## config.mk

```make
export PLATFORM = sky130hd
export DESIGN_NAME = branch_resolve_unit
export DESIGN_NICKNAME = d
export VERILOG_FILES = /design/src/rtl/branch_resolve_unit.sv
export SDC_FILE = /design/constraint.sdc
export NUM_CORES = 1
export LEC_CHECK = 0
export ABC_AREA = 1
export CAP_MARGIN = 20
export CORE_UTILIZATION = 40
export DETAILED_ROUTE_END_ITERATION = 8
export SYNTH_ARGS = -nofsm -noshare
export SYNTH_HDL_FRONTEND = slang
export SYNTH_SLANG_ARGS = --single-unit
```

## constraint.sdc

```tcl
create_clock -name clk_i -period 7.4 [get_ports clk_i]
set_input_delay 1.48 -clock clk_i [delete_from_list [all_inputs] [get_ports clk_i]]
set_output_delay 1.48 -clock clk_i [all_outputs]
set_load 0.005 [all_outputs]
```

## src/rtl/branch_resolve_unit.sv

```systemverilog
// -----------------------------------------------------------------------------
// branch_resolve_unit
//
// Execute-side partner of the fetch-side perceptron predictor. Fetch pushes a
// checkpoint for every predicted branch: PC, predicted direction, predicted
// target and the speculative GHR. Execute resolves the oldest branch. The head
// checkpoint is then compared with the real outcome, and the unit returns the
// following to the predictor one cycle later:
//   - a training strobe,
//   - a mispredict flush pulse,
//   - the corrected fetch PC,
//   - the repaired GHR.
//
// Optional feature: define BRU_STATS_EN to add the saturating counters
// stat_resolved_o and stat_mispredict_o.
//
// Ports:
//   clk_i, reset_i          clock (rising edge); async active-high reset
//   push_i, push_*_i        checkpoint capture from fetch
//   resolve_i, resolve_*_i  actual outcome of the oldest in-flight branch
//   full_o, empty_o,
//   count_o                 checkpoint FIFO occupancy
//   mispredict_o,
//   redirect_pc_o,
//   restore_ghr_o           flush pulse and recovery state
//   train_*_o               training strobe and payload for the predictor
//   err_overflow_o,
//   err_underflow_o         sticky protocol errors, cleared only by reset
//   stat_*_o                (BRU_STATS_EN only) resolve and mispredict counters
// -----------------------------------------------------------------------------
module branch_resolve_unit #(
  parameter int PC_WIDTH   = 32,
  parameter int HISTORY    = 16,
  parameter int DEPTH      = 4,
  parameter int DEPTH_ADDR = $clog2(DEPTH)
) (
  input  logic                  clk_i,
  input  logic                  reset_i,
  input  logic                  push_i,
  input  logic [PC_WIDTH-1:0]   push_pc_i,
  input  logic                  push_pred_i,
  input  logic [PC_WIDTH-1:0]   push_target_i,
  input  logic [HISTORY-1:0]    push_ghr_i,
  input  logic                  resolve_i,
  input  logic                  resolve_taken_i,
  input  logic [PC_WIDTH-1:0]   resolve_target_i,
  output logic                  full_o,
  output logic                  empty_o,
  output logic [DEPTH_ADDR:0]   count_o,
  output logic                  mispredict_o,
  output logic [PC_WIDTH-1:0]   redirect_pc_o,
  output logic [HISTORY-1:0]    restore_ghr_o,
  output logic                  train_valid_o,
  output logic [PC_WIDTH-1:0]   train_pc_o,
  output logic                  train_taken_o,
  output logic                  train_pred_o,
  output logic [HISTORY-1:0]    train_ghr_o,
  output logic                  err_overflow_o,
`ifdef BRU_STATS_EN
  output logic [31:0]           stat_resolved_o,
  output logic [31:0]           stat_mispredict_o,
`endif
  output logic                  err_underflow_o
);

  localparam int CW = DEPTH_ADDR + 1;

  // Checkpoint storage. The entries carry no reset: the pointers and the count
  // define which entries are valid.
  logic [PC_WIDTH-1:0] pc_mem     [DEPTH];
  logic                pred_mem   [DEPTH];
  logic [PC_WIDTH-1:0] target_mem [DEPTH];
  logic [HISTORY-1:0]  ghr_mem    [DEPTH];

  logic [DEPTH_ADDR-1:0] wr_ptr_q, wr_ptr_d;
  logic [DEPTH_ADDR-1:0] rd_ptr_q, rd_ptr_d;
  logic [CW-1:0]         count_q,  count_d;

  logic                  mispredict_q;
  logic [PC_WIDTH-1:0]   redirect_pc_q;
  logic [HISTORY-1:0]    restore_ghr_q;
  logic                  train_valid_q;
  logic [PC_WIDTH-1:0]   train_pc_q;
  logic                  train_taken_q;
  logic                  train_pred_q;
  logic [HISTORY-1:0]    train_ghr_q;
  logic                  err_overflow_q;
  logic                  err_underflow_q;

  logic                  full_w, empty_w;
  logic                  res_ok, push_ok, flush;
  logic                  dir_miss, tgt_miss, miss;
  logic [PC_WIDTH-1:0]   head_pc, head_target;
  logic                  head_pred;
  logic [HISTORY-1:0]    head_ghr;
  logic [PC_WIDTH-1:0]   redirect_d;
  logic [HISTORY-1:0]    restore_d;

  assign full_w  = (count_q == CW'(DEPTH));
  assign empty_w = (count_q == '0);

  assign head_pc     = pc_mem[rd_ptr_q];
  assign head_pred   = pred_mem[rd_ptr_q];
  assign head_target = target_mem[rd_ptr_q];
  assign head_ghr    = ghr_mem[rd_ptr_q];

  // A resolve on an empty FIFO never bypasses a push arriving in the same cycle.
  assign res_ok   = resolve_i & ~empty_w;
  assign dir_miss = head_pred != resolve_taken_i;
  assign tgt_miss = resolve_taken_i & head_pred & (head_target != resolve_target_i);
  assign miss     = dir_miss | tgt_miss;
  assign flush    = res_ok & miss;

  // A push during a flush is wrong-path, so it is dropped without raising an
  // error. When the FIFO is full, a push is accepted only if a pop happens in
  // the same cycle.
  assign push_ok = push_i & ~flush & (~full_w | res_ok);

  assign redirect_d = resolve_taken_i ? resolve_target_i : head_pc + PC_WIDTH'(4);
  assign restore_d  = {head_ghr[HISTORY-2:0], resolve_taken_i};

  always_comb begin
    wr_ptr_d = wr_ptr_q;
    rd_ptr_d = rd_ptr_q;
    count_d  = count_q;
    if (flush) begin
      // Discard the head and every younger checkpoint in one step.
      rd_ptr_d = wr_ptr_q;
      count_d  = '0;
    end else begin
      if (push_ok) wr_ptr_d = wr_ptr_q + DEPTH_ADDR'(1);
      if (res_ok)  rd_ptr_d = rd_ptr_q + DEPTH_ADDR'(1);
      case ({push_ok, res_ok})
        2'b10:   count_d = count_q + CW'(1);
        2'b01:   count_d = count_q - CW'(1);
        default: count_d = count_q;
      endcase
    end
  end

  always_ff @(posedge clk_i) begin
    if (push_ok) begin
      pc_mem[wr_ptr_q]     <= push_pc_i;
      pred_mem[wr_ptr_q]   <= push_pred_i;
      target_mem[wr_ptr_q] <= push_target_i;
      ghr_mem[wr_ptr_q]    <= push_ghr_i;
    end
  end

  always_ff @(posedge clk_i or posedge reset_i) begin
    if (reset_i) begin
      wr_ptr_q        <= '0;
      rd_ptr_q        <= '0;
      count_q         <= '0;
      mispredict_q    <= 1'b0;
      redirect_pc_q   <= '0;
      restore_ghr_q   <= '0;
      train_valid_q   <= 1'b0;
      train_pc_q      <= '0;
      train_taken_q   <= 1'b0;
      train_pred_q    <= 1'b0;
      train_ghr_q     <= '0;
      err_overflow_q  <= 1'b0;
      err_underflow_q <= 1'b0;
    end else begin
      wr_ptr_q      <= wr_ptr_d;
      rd_ptr_q      <= rd_ptr_d;
      count_q       <= count_d;
      mispredict_q  <= flush;
      train_valid_q <= res_ok;
      // The payload registers hold their value between resolves. They are
      // meaningful only while the matching strobe is high.
      if (res_ok) begin
        redirect_pc_q <= redirect_d;
        restore_ghr_q <= restore_d;
        train_pc_q    <= head_pc;
        train_taken_q <= resolve_taken_i;
        train_pred_q  <= head_pred;
        train_ghr_q   <= head_ghr;
      end
      if (push_i & full_w & ~res_ok) err_overflow_q  <= 1'b1;
      if (resolve_i & empty_w)       err_underflow_q <= 1'b1;
    end
  end

`ifdef BRU_STATS_EN
  logic [31:0] stat_resolved_q, stat_mispredict_q;

  always_ff @(posedge clk_i or posedge reset_i) begin
    if (reset_i) begin
      stat_resolved_q   <= '0;
      stat_mispredict_q <= '0;
    end else begin
      if (res_ok && stat_resolved_q != 32'hFFFF_FFFF)
        stat_resolved_q <= stat_resolved_q + 32'd1;
      if (flush && stat_mispredict_q != 32'hFFFF_FFFF)
        stat_mispredict_q <= stat_mispredict_q + 32'd1;
    end
  end

  assign stat_resolved_o   = stat_resolved_q;
  assign stat_mispredict_o = stat_mispredict_q;
`endif

  assign full_o          = full_w;
  assign empty_o         = empty_w;
  assign count_o         = count_q;
  assign mispredict_o    = mispredict_q;
  assign redirect_pc_o   = redirect_pc_q;
  assign restore_ghr_o   = restore_ghr_q;
  assign train_valid_o   = train_valid_q;
  assign train_pc_o      = train_pc_q;
  assign train_taken_o   = train_taken_q;
  assign train_pred_o    = train_pred_q;
  assign train_ghr_o     = train_ghr_q;
  assign err_overflow_o  = err_overflow_q;
  assign err_underflow_o = err_underflow_q;

endmodule

```

==> results.py, run 1 <==
metrics = {
    "outcome": {
        "status": "finished, final reports clean",
    },
    "synthesis": {
        "synthCells": 1621,
        "yosys-top-cells-count": "nand2_1 (482), edfxtp_1 (324), nand3_1 (172)",
        "synth_top_area_share": 0.548,
        "ys_types": 44,
        "syn_avg_cell_area_um2": 11.0,
        "synth_area_um2": 17800,
        "yosysWarningCount": 0,
        "postSynthRegisterBits": 417,
        "yosysMostFrequentCell": "nand2_1",
        "synth_ff_type": "edfxtp_1",
        "synth_edf_count": 324,
        "async_flop_share": 0.223,
        "synth_fp_nets": 1746,
        "synth_area_leaders": "edfxtp_1 (55%), dfrtp_1 (13%), nand2_1 (10%)",
        "seq_area_frac_synth": 0.679,
        "synth_top_cell_by_area": "edfxtp_1",
    },
    "global_route": {
        "grt_max_degree": 78,
        "antenna_found_initial": 3,
        "grt_use_total": 0.227,
        "grt_pass1_wl_mm": 75.4,
        "grt_pass1_vias": 12210,
        "grt_overflow": 0,
    },
    "setup_path": {
        "cp-end-kind": "register",
        "crit_chain": "inv_4 > buf_4 > nand2_1 > nand3_1 > nand2_1 > nand2_1 > nand3_1 > nor2_1 > nand2_1 > nor2_1 > nand2_1 > nand2_1 > nand2_2 > nand2_1 > nand3_2 > nor2_4 > buf_12",
        "r2r_end": "target_mem[0][7]$_DFFE_PP_",
        "cpPeakStageDelay_ps": 710,
        "r2r_start": "rd_ptr_q[0]$_DFFE_PP0P_",
        "crit_arrival_ps": 5320,
        "startpoint_type": "register",
        "cp_num_buf_inv": 3,
        "path_class": "reg -> reg",
        "cpMaxStageDelayCell": "nor2_4",
        "rrSetupSlack_ps": 2310,
        "worstPathRequired_ps": 7630,
        "crit_fanout": 77,
        "reg2reg_depth": 17,
        "cp_common_cell": "nand2_1",
        "crit_family": "simple AND/OR/NAND/NOR gates",
    },
    "route": {
        "drt_first_pass_iters": 5,
        "drc": 0,
        "vias_per_cell": 5.18,
        "vias": 12679,
        "routedWlPerCell_um": 20.8,
        "drtIter0Drc": 1133,
        "wl_mm": 50.8,
        "ant_nets": 0,
    },
    "clocking": {
        "clock-sinks": 417,
        "cts_buffers": 45,
        "post_cts.repair.setup_buffers": 0,
        "cts_tree": "built",
        "cts-root-buf": "clkbuf_16",
        "postCtsResizedCells": 0,
        "hold_buffers": 0,
        "h-tree-depth": 2,
        "cts.clk_slew.worst_paths_ps": 60,
        "clock_path_buffers": 3,
        "clock_latency_ps": 590,
    },
    "placement": {
        "place_hpwl_mm": 33.2,
        "gp_congestion": 0.870,
        "io_buffers": 224,
        "placed_area_um2": 20400,
    },
    "power_and_ir_drop": {
        "power_mw": 9.26,
        "cellLeakagePower_nw": 8.41,
        "ir_drop_mv": 0.202,
        "power_density_nw_per_um2": 422,
    },
    "timing": {
        "fin_crit_ps": 5090,
        "grt_setup_unrepaired": "no",
        "finalMaxSlewViolations": 0,
        "finalSetupViolations": 0,
        "slew_headroom": 0.389,
        "fmax_mhz": 197,
        "setup-tns-final_ps": 0,
        "finalCritPeriodShare": 0.687,
        "tightest_slew_ps": 916,
        "hold_violations": 0,
        "fin_hold_ws_ps": 478,
        "fin_skew_ps": 24.8,
    },
    "floorplan": {
        "rows": 76,
        "start_util": 0.409,
        "die_y_um": 213,
        "coreArea_um2": 43500,
        "die-area_um2": 45200,
        "num_io_pins": 225,
        "die_w_um": 213,
    },
    "layout": {
        "design_area_um2": 21900,
        "fin_nets": 1947,
        "drive_gt1_frac": 0.0812,
        "area_growth_pct": 23.5,
        "utilization": 0.504,
    },
    "hold_path": {
        "min_to": "err_underflow_o$_DFFE_PP0P_",
        "hold_class": "reg -> reg",
        "hold_path_depth": 1,
        "hold_start": "err_underflow_o$_DFFE_PP0P_",
    },
    "job": {
        "drv_cap": 0,
    },
}
## worst register-to-register path: cells and delay by family (launching register included)
| family | cells | cell delay, ps |
|---|---|---|
| simple gates | 14 | 2300 |
| flops | 1 | 650 |
| buf+inv | 3 | 1740 |
## layout by cell type (no fill, tap or decap), types with 4 or more instances in the layout
cell and count:
nand3_2 10, inv_1 74, buf_4 16, nor2_4 12
clkdlybuf4s50_1 224, nand2_2 15, o21ai_1 8, nand2_1 482
clkinvlp_4 4, o211ai_1 20, o22ai_1 4, dfrtp_1 91
ha_1 6, clkbuf_16 46, clkbuf_1 16, nor2_2 7
clkinv_2 5, clkbuf_8 5, edfxtp_1 324, o21ai_0 95
bufinv_16 5, a31oi_1 16, xor2_1 4, nor2_1 121
inv_2 8, a21oi_1 22, nand3_1 172, nand4_1 5
nor3_1 5
## metrics by stage
| step | setup slack, ps | std cells |
|---|---|---|
| 6_report | 2310 | 2446 |
| 5_1_grt | 1880 | 2446 |
| 4_1_cts | 2330 | 2443 |
| 3_5_place_dp | 2360 | 2359 |
| 3_3_place_gp | 2330 | 2359 |
| 2_1_floorplan | 1100 | 1621 |
## routing by layer
metal	track usage	vias to the layer above	share of wire
li1	-	5938	-
met1	0.321	6169	0.43
met2	0.349	485	0.46
met3	0.0407	85	0.076
met4	0.0881	2	0.031
met5	0	-	0.00035
## worst max path at each step
stage                            start                     endpoint  slack [ps]  depth (start not counted)
4_1_cts        rd_ptr_q[0]$_DFFE_PP0P_  target_mem[0][21]$_DFFE_PP_        2330                         17
6_report       rd_ptr_q[0]$_DFFE_PP0P_   target_mem[0][7]$_DFFE_PP_        2310                         17
5_1_grt        rd_ptr_q[0]$_DFFE_PP0P_   target_mem[0][7]$_DFFE_PP_        1880                         17
3_3_place_gp      resolve_target_i[13]  target_mem[0][16]$_DFFE_PP_        2330                         14
3_5_place_dp      resolve_target_i[13]  target_mem[0][15]$_DFFE_PP_        2360                         14
2_1_floorplan      resolve_target_i[7]      ghr_mem[0][0]$_DFFE_PP_        1100                         14
## cell families (layout without fill, tap and decap cells)
family,after synthesis,after routing,share of synthesized area
xor gates and xnor gates,6,6,0.00296
adders and majority gates,7,7,0.00536
buffers and inverters,175,413,0.0509
other,0,2,0
and+or+nand+nor,841,841,0.206
DFF,417,417,0.679
AOI/OAI and AO/OA,175,175,0.0555
## where the power goes
group / switching (mW) / internal (mW) / total [mW]
Combinational: 2.21 / 1.23 / 3.44
Sequential: 0.341 / 3.16 / 3.50
Clock: 0.931 / 1.38 / 2.31
Total: 3.48 / 5.78 / 9.26
## state kept, by name (all words and copies together) (netlist names), 2 cells and up
register	flops
restore_ghr_o	15
rd_ptr_q	2
count_o	3
wr_ptr_q	2
train_pc_o	32
target_mem	128
pred_mem	4
pc_mem	128
ghr_mem	64
train_ghr_o	2
redirect_pc_o	32
## layout make-up
| cell class | count | area (µm²) |
|---|---|---|
| Fill cell | 3822 | 21500 |
| Sequential cell | 417 | 12100 |
| Multi-Input combinational cell | 1029 | 4830 |
| Timing Repair Buffer | 243 | 2430 |
| Clock buffer | 67 | 1280 |
| Tap cell | 585 | 732 |
| Inverter | 86 | 329 |
| Clock inverter | 17 | 249 |
| Antenna cell | 2 | 5.00 |
Note: power is estimated with default switching activity, not from simulation.
==> run 2, diff against run 1 <==
- clock period: 7.4 -> 4.65 ns (I/O delays scaled with it)
==> run 2 against run 1 <==
Net effect:
- clock power increased by 60%
- clock skew about the same
- die area unchanged
- utilization increased by 0.33 points
- count of clock-buffer cells in the layout increased by 1
- largest cell class unchanged
==> results.py, run 2 (same netlist as run 1, synthesis figures left out) <==
metrics = {
    "hold_path": {
        "min_to": "err_underflow_o$_DFFE_PP0P_",
        "hold_class": "reg -> reg",
        "hold_path_depth": 1,
        "hold_start": "err_underflow_o$_DFFE_PP0P_",
    },
    "timing": {
        "slew_headroom": 0.419,
        "hold_violations": 0,
        "finalCritPeriodShare": 0.862,
        "fin_crit_ps": 4010,
        "fin_ws_ps": 641,
        "fmax_mhz": 249,
        "fin_skew_ps": 24.5,
        "grt_setup_unrepaired": "no",
        "finalSetupViolations": 0,
        "setup-tns-final_ps": 0,
        "finalMaxSlewViolations": 0,
        "tightest_slew_ps": 871,
    },
    "clocking": {
        "cts_buffers": 46,
        "cts-root-buf": "clkbuf_16",
        "cts.clk_slew.worst_paths_ps": 60,
        "post_cts.repair.setup_buffers": 0,
        "clock-sinks": 417,
        "clock_latency_ps": 590,
        "hold_buffers": 0,
        "postCtsResizedCells": 0,
        "clock_path_buffers": 3,
        "h-tree-depth": 2,
        "cts_tree": "built",
    },
    "placement": {
        "io_buffers": 224,
        "dp_cells": 2366,
        "gp_congestion": 0.856,
        "pre_cts_slack_ps": 652,
        "place_hpwl_mm": 31.9,
    },
    "setup_path": {
        "r2r_end": "pc_mem[2][9]$_DFFE_PP_",
        "r2r_start": "rd_ptr_q[0]$_DFFE_PP0P_",
        "rrSetupSlack_ps": 640,
        "crit_fanout": 42,
        "startpoint_type": "register",
        "worstPathRequired_ps": 4860,
        "reg2reg_depth": 17,
        "cp-end-kind": "register",
        "path_class": "reg -> reg",
        "crit_arrival_ps": 4220,
    },
    "layout": {
        "multi_input_area_um2": 4830,
        "layout_common_cells": "nand2_1 (482), edfxtp_1 (324), clkdlybuf4s50_1 (224)",
        "area_growth_pct": 24.3,
        "final_cell_count_no_fill": 2454,
        "fin_nets": 1954,
        "mostFrequentLayoutCell": "nand2_1",
        "fillers": 3856,
        "largestRegisters": "pc_mem: 128 flops, target_mem: 128 flops, ghr_mem: 64 flops",
        "regArea_um2": 12100,
        "drive_gt1_frac": 0.0841,
    },
    "floorplan": {
        "coreArea_um2": 43500,
        "die-area_um2": 45200,
        "die_y_um": 213,
        "num_io_pins": 225,
        "rows": 76,
        "start_util": 0.409,
        "die_w_um": 213,
    },
    "power_and_ir_drop": {
        "ir_drop_mv": 0.474,
        "power_density_nw_per_um2": 669,
        "cellLeakagePower_nw": 8.47,
        "power_mw": 14.8,
    },
    "outcome": {
        "status": "finished, final reports clean",
    },
    "route": {
        "routedWlPerCell_um": 20.0,
        "vias": 12436,
        "drc": 0,
        "wl_mm": 49.2,
        "drt_first_pass_iters": 7,
        "vias_per_cell": 5.07,
        "ant_nets": 0,
        "drtIter0Drc": 1020,
    },
    "global_route": {
        "grt_pass1_vias": 12149,
        "grt_use_total": 0.221,
        "grt_max_degree": 164,
        "antenna_found_initial": 5,
        "grt_overflow": 0,
        "grt_pass1_wl_mm": 73.8,
    },
    "job": {
        "drv_cap": 0,
    },
}
## run 2: worst max-delay path by stage
stage	end	start	slack (ps)	cells past startpoint
finish	pc_mem[2][9]$_DFFE_PP_	rd_ptr_q[0]$_DFFE_PP0P_	640	17
detailed placement	pc_mem[2][9]$_DFFE_PP_	resolve_target_i[21]	650	14
global placement	pc_mem[2][10]$_DFFE_PP_	resolve_target_i[19]	690	16
floorplan	ghr_mem[0][0]$_DFFE_PP_	rd_ptr_q[1]$_DFFE_PP0P_	-130	12
global route	pc_mem[2][17]$_DFFE_PP_	rd_ptr_q[0]$_DFFE_PP0P_	340	17
CTS	pc_mem[2][15]$_DFFE_PP_	rd_ptr_q[0]$_DFFE_PP0P_	680	17
## run 2: routing by layer
metal | wire length, µm | GRT usage | part of all wire | vias to the layer above
met2 | 22700 | 0.347 | 0.46 | 399
met4 | 1050 | 0.0563 | 0.021 | 6
li1 | - | - | - | 5949
met3 | 3520 | 0.0456 | 0.072 | 89
met1 | 21900 | 0.313 | 0.45 | 5993
met5 | 39 | 0 | 0.00079 | -
## run 2: area by class of cell
class,count,share of cell area
diodes,2,0.000227
clock buffers,68,0.0591
clock inverters,18,0.0109
inverters,86,0.0149
multi-input cells,1029,0.219
flip-flops and latches,417,0.547
well taps,585,0.0332
repair buffers,249,0.116
## run 2: worst max-delay path, cell delays in order (launching register included)
cell     delay, ps
dfrtp_4        500
inv_4          420
buf_4          320
nand2_1         90
nand3_1         90
nand3_1         70
nand2_1        170
nand3_1        170
nor2_1         120
nand2_1         60
nor2_1         120
nand2_1        130
nand2_1         90
nand2_2        100
nand2_1        160
nand3_2        270
nor2_4         200
buf_4          490
## run 2: through the flow
| stage | area [µm²] | utilization | hold slack (ps) |
|---|---|---|---|
| after floorplan | 17800 | - | 451 |
| after global placement | 20500 | 0.472 | 454 |
| after detailed placement | 20500 | 0.472 | 460 |
| after CTS | 22100 | 0.508 | 474 |
| after global routing | 22100 | 0.508 | 488 |
| final | 22100 | 0.508 | 465 |
## run 2: where the power goes
| group | switching, mW | leakage [nW] | internal [mW] | total [mW] |
|---|---|---|---|---|
| clock | 1.51 | 0.740 | 2.18 | 3.69 |
| combinational | 3.53 | 3.66 | 2.04 | 5.58 |
| sequential | 0.459 | 4.07 | 5.03 | 5.48 |
| total | 5.50 | 8.47 | 9.25 | 14.8 |
==> run 3, diff against run 2 <==
- CORE_UTILIZATION: 40 -> 35
==> run 3 against run 2 <==
Net effect:
- design area is 0.21% higher
- worst hold slack got worse by 0.54 ps
- global-route usage down 2.3 points
- via count is 0.74% higher
- sequential share of layout area decreased by 0.11 points
- first-iteration DRC count grew 14%
- non-clock buffer count rose by 5
==> results.py, run 3 (same netlist as run 1, synthesis figures left out) <==
metrics = {
    "outcome": {
        "status": "finished, final reports clean",
    },
    "layout": {
        "mostFrequentLayoutCell": "nand2_1",
        "final_cell_count_no_fill": 2546,
        "area_growth_pct": 24.5,
        "drive_gt1_frac": 0.0856,
        "layout_common_cells": "nand2_1 (482), edfxtp_1 (324), clkdlybuf4s50_1 (224)",
        "regArea_um2": 12100,
        "fin_nets": 1958,
        "fillers": 4678,
        "largestRegisters": "pc_mem: 128 flops, target_mem: 128 flops, ghr_mem: 64 flops",
        "multi_input_area_um2": 4830,
        "utilization": 0.442,
    },
    "placement": {
        "io_buffers": 224,
        "gp_congestion": 0.860,
        "pre_cts_slack_ps": 687,
        "place_hpwl_mm": 33.3,
        "dp_cells": 2458,
    },
    "timing": {
        "setup-tns-final_ps": 0,
        "fmax_mhz": 274,
        "grt_setup_unrepaired": "no",
        "fin_ws_ps": 1000,
        "finalMaxSlewViolations": 0,
        "tightest_slew_ps": 875,
        "hold_violations": 0,
        "slew_headroom": 0.417,
        "fin_crit_ps": 3650,
        "fin_skew_ps": 27.1,
        "finalSetupViolations": 0,
        "finalCritPeriodShare": 0.784,
    },
    "floorplan": {
        "coreArea_um2": 50100,
        "rows": 82,
        "die_w_um": 227,
        "die-area_um2": 51600,
        "num_io_pins": 225,
        "start_util": 0.355,
        "die_y_um": 227,
    },
    "clocking": {
        "clock_latency_ps": 590,
        "cts_tree": "built",
        "hold_buffers": 0,
        "post_cts.repair.setup_buffers": 0,
        "cts.clk_slew.worst_paths_ps": 60,
        "clock_path_buffers": 3,
        "h-tree-depth": 2,
        "postCtsResizedCells": 0,
        "cts_buffers": 45,
        "clock-sinks": 417,
        "cts-root-buf": "clkbuf_16",
    },
    "setup_path": {
        "reg2reg_depth": 16,
        "startpoint": "rd_ptr_q[0]$_DFFE_PP0P_",
        "path_class": "reg -> reg",
        "startpoint_type": "register",
        "worstPathRequired_ps": 5110,
        "crit_arrival_ps": 4110,
        "crit_fanout": 56,
        "r2r_start": "rd_ptr_q[0]$_DFFE_PP0P_",
        "cp-end-kind": "register",
    },
    "route": {
        "ant_nets": 0,
        "wl_mm": 50.6,
        "vias": 12528,
        "routedWlPerCell_um": 19.9,
        "drtIter0Drc": 1167,
        "drt_first_pass_iters": 5,
        "vias_per_cell": 4.92,
        "drc": 0,
    },
    "global_route": {
        "grt_use_met3": 0.0527,
        "top_usage_layer": "met2",
        "grt_pass1_vias": 12122,
        "grt_pass1_wl_mm": 74.9,
        "antenna_found_initial": 6,
        "use_met1": 0.267,
        "grt_overflow": 0,
        "grt_max_degree": 118,
        "grt_use_total": 0.197,
        "met2_usage": 0.306,
    },
    "hold_path": {
        "hold_class": "reg -> reg",
        "hold_path_depth": 1,
        "hold_start": "err_underflow_o$_DFFE_PP0P_",
    },
    "power_and_ir_drop": {
        "power_density_nw_per_um2": 662,
        "ir_drop_mv": 0.330,
        "cellLeakagePower_nw": 8.46,
    },
    "job": {
        "drv_cap": 0,
    },
}
-- run 3: area by class of cell --
class	instances	area share
repair buffers	254	0.117
multi-input cells	1029	0.219
clock inverters	16	0.00724
flip-flops and latches	417	0.546
clock buffers	68	0.0585
inverters	86	0.0149
diodes	4	0.000453
well taps	672	0.0380
-- run 3: critical path, stage by stage, from the launching register on --
cell     delay (ps)
dfrtp_4         500
inv_4           200
buf_12          210
buf_4           290
buf_4           510
nand2_1          90
nand3_1          90
nand2_1         160
nor2_1          230
nand2_1         130
nor2_1          140
nor3b_2         220
nand3_1         100
nand3_1          80
a21oi_1         100
a21oi_1         340
o21ai_1         100
-- run 3: metrics by stage --
stage,cell area (µm²),hold slack (ps),power [mW]
2_1_floorplan,17800,451,8.87
3_3_place_gp,20600,442,11.2
3_5_place_dp,20600,451,11.2
4_1_cts,22100,465,14.8
5_1_grt,22100,502,15.6
6_report,22100,464,14.6
-- run 3: where the power goes --
part	internal, mW	switching (mW)
Sequential	5.02	0.406
Combinational	2.06	3.63
Clock	2.04	1.48
Total	9.13	5.51
-- run 3: worst paths after layout --
| kind | end | slack, ps |
|---|---|---|
| max in group asynchronous | train_pc_o[25]$_DFFE_PP0P_ | 2880 |
| setup / recovery | redirect_pc_o[29]$_DFFE_PP0P_ | 1000 |
| hold reg to reg | err_underflow_o$_DFFE_PP0P_ | 460 |
| hold / removal | err_underflow_o$_DFFE_PP0P_ | 460 |
| setup reg to reg | redirect_pc_o[29]$_DFFE_PP0P_ | 1000 |
| min in group asynchronous | train_ghr_o[14]$_DFFE_PP0P_ | 860 |
-- run 3: per-layer routing --
layer  wire [µm]  part of all wire
met2       23100              0.46
met1       21600              0.43
met5          31           0.00061
met4        1450             0.029
met3        4430             0.087
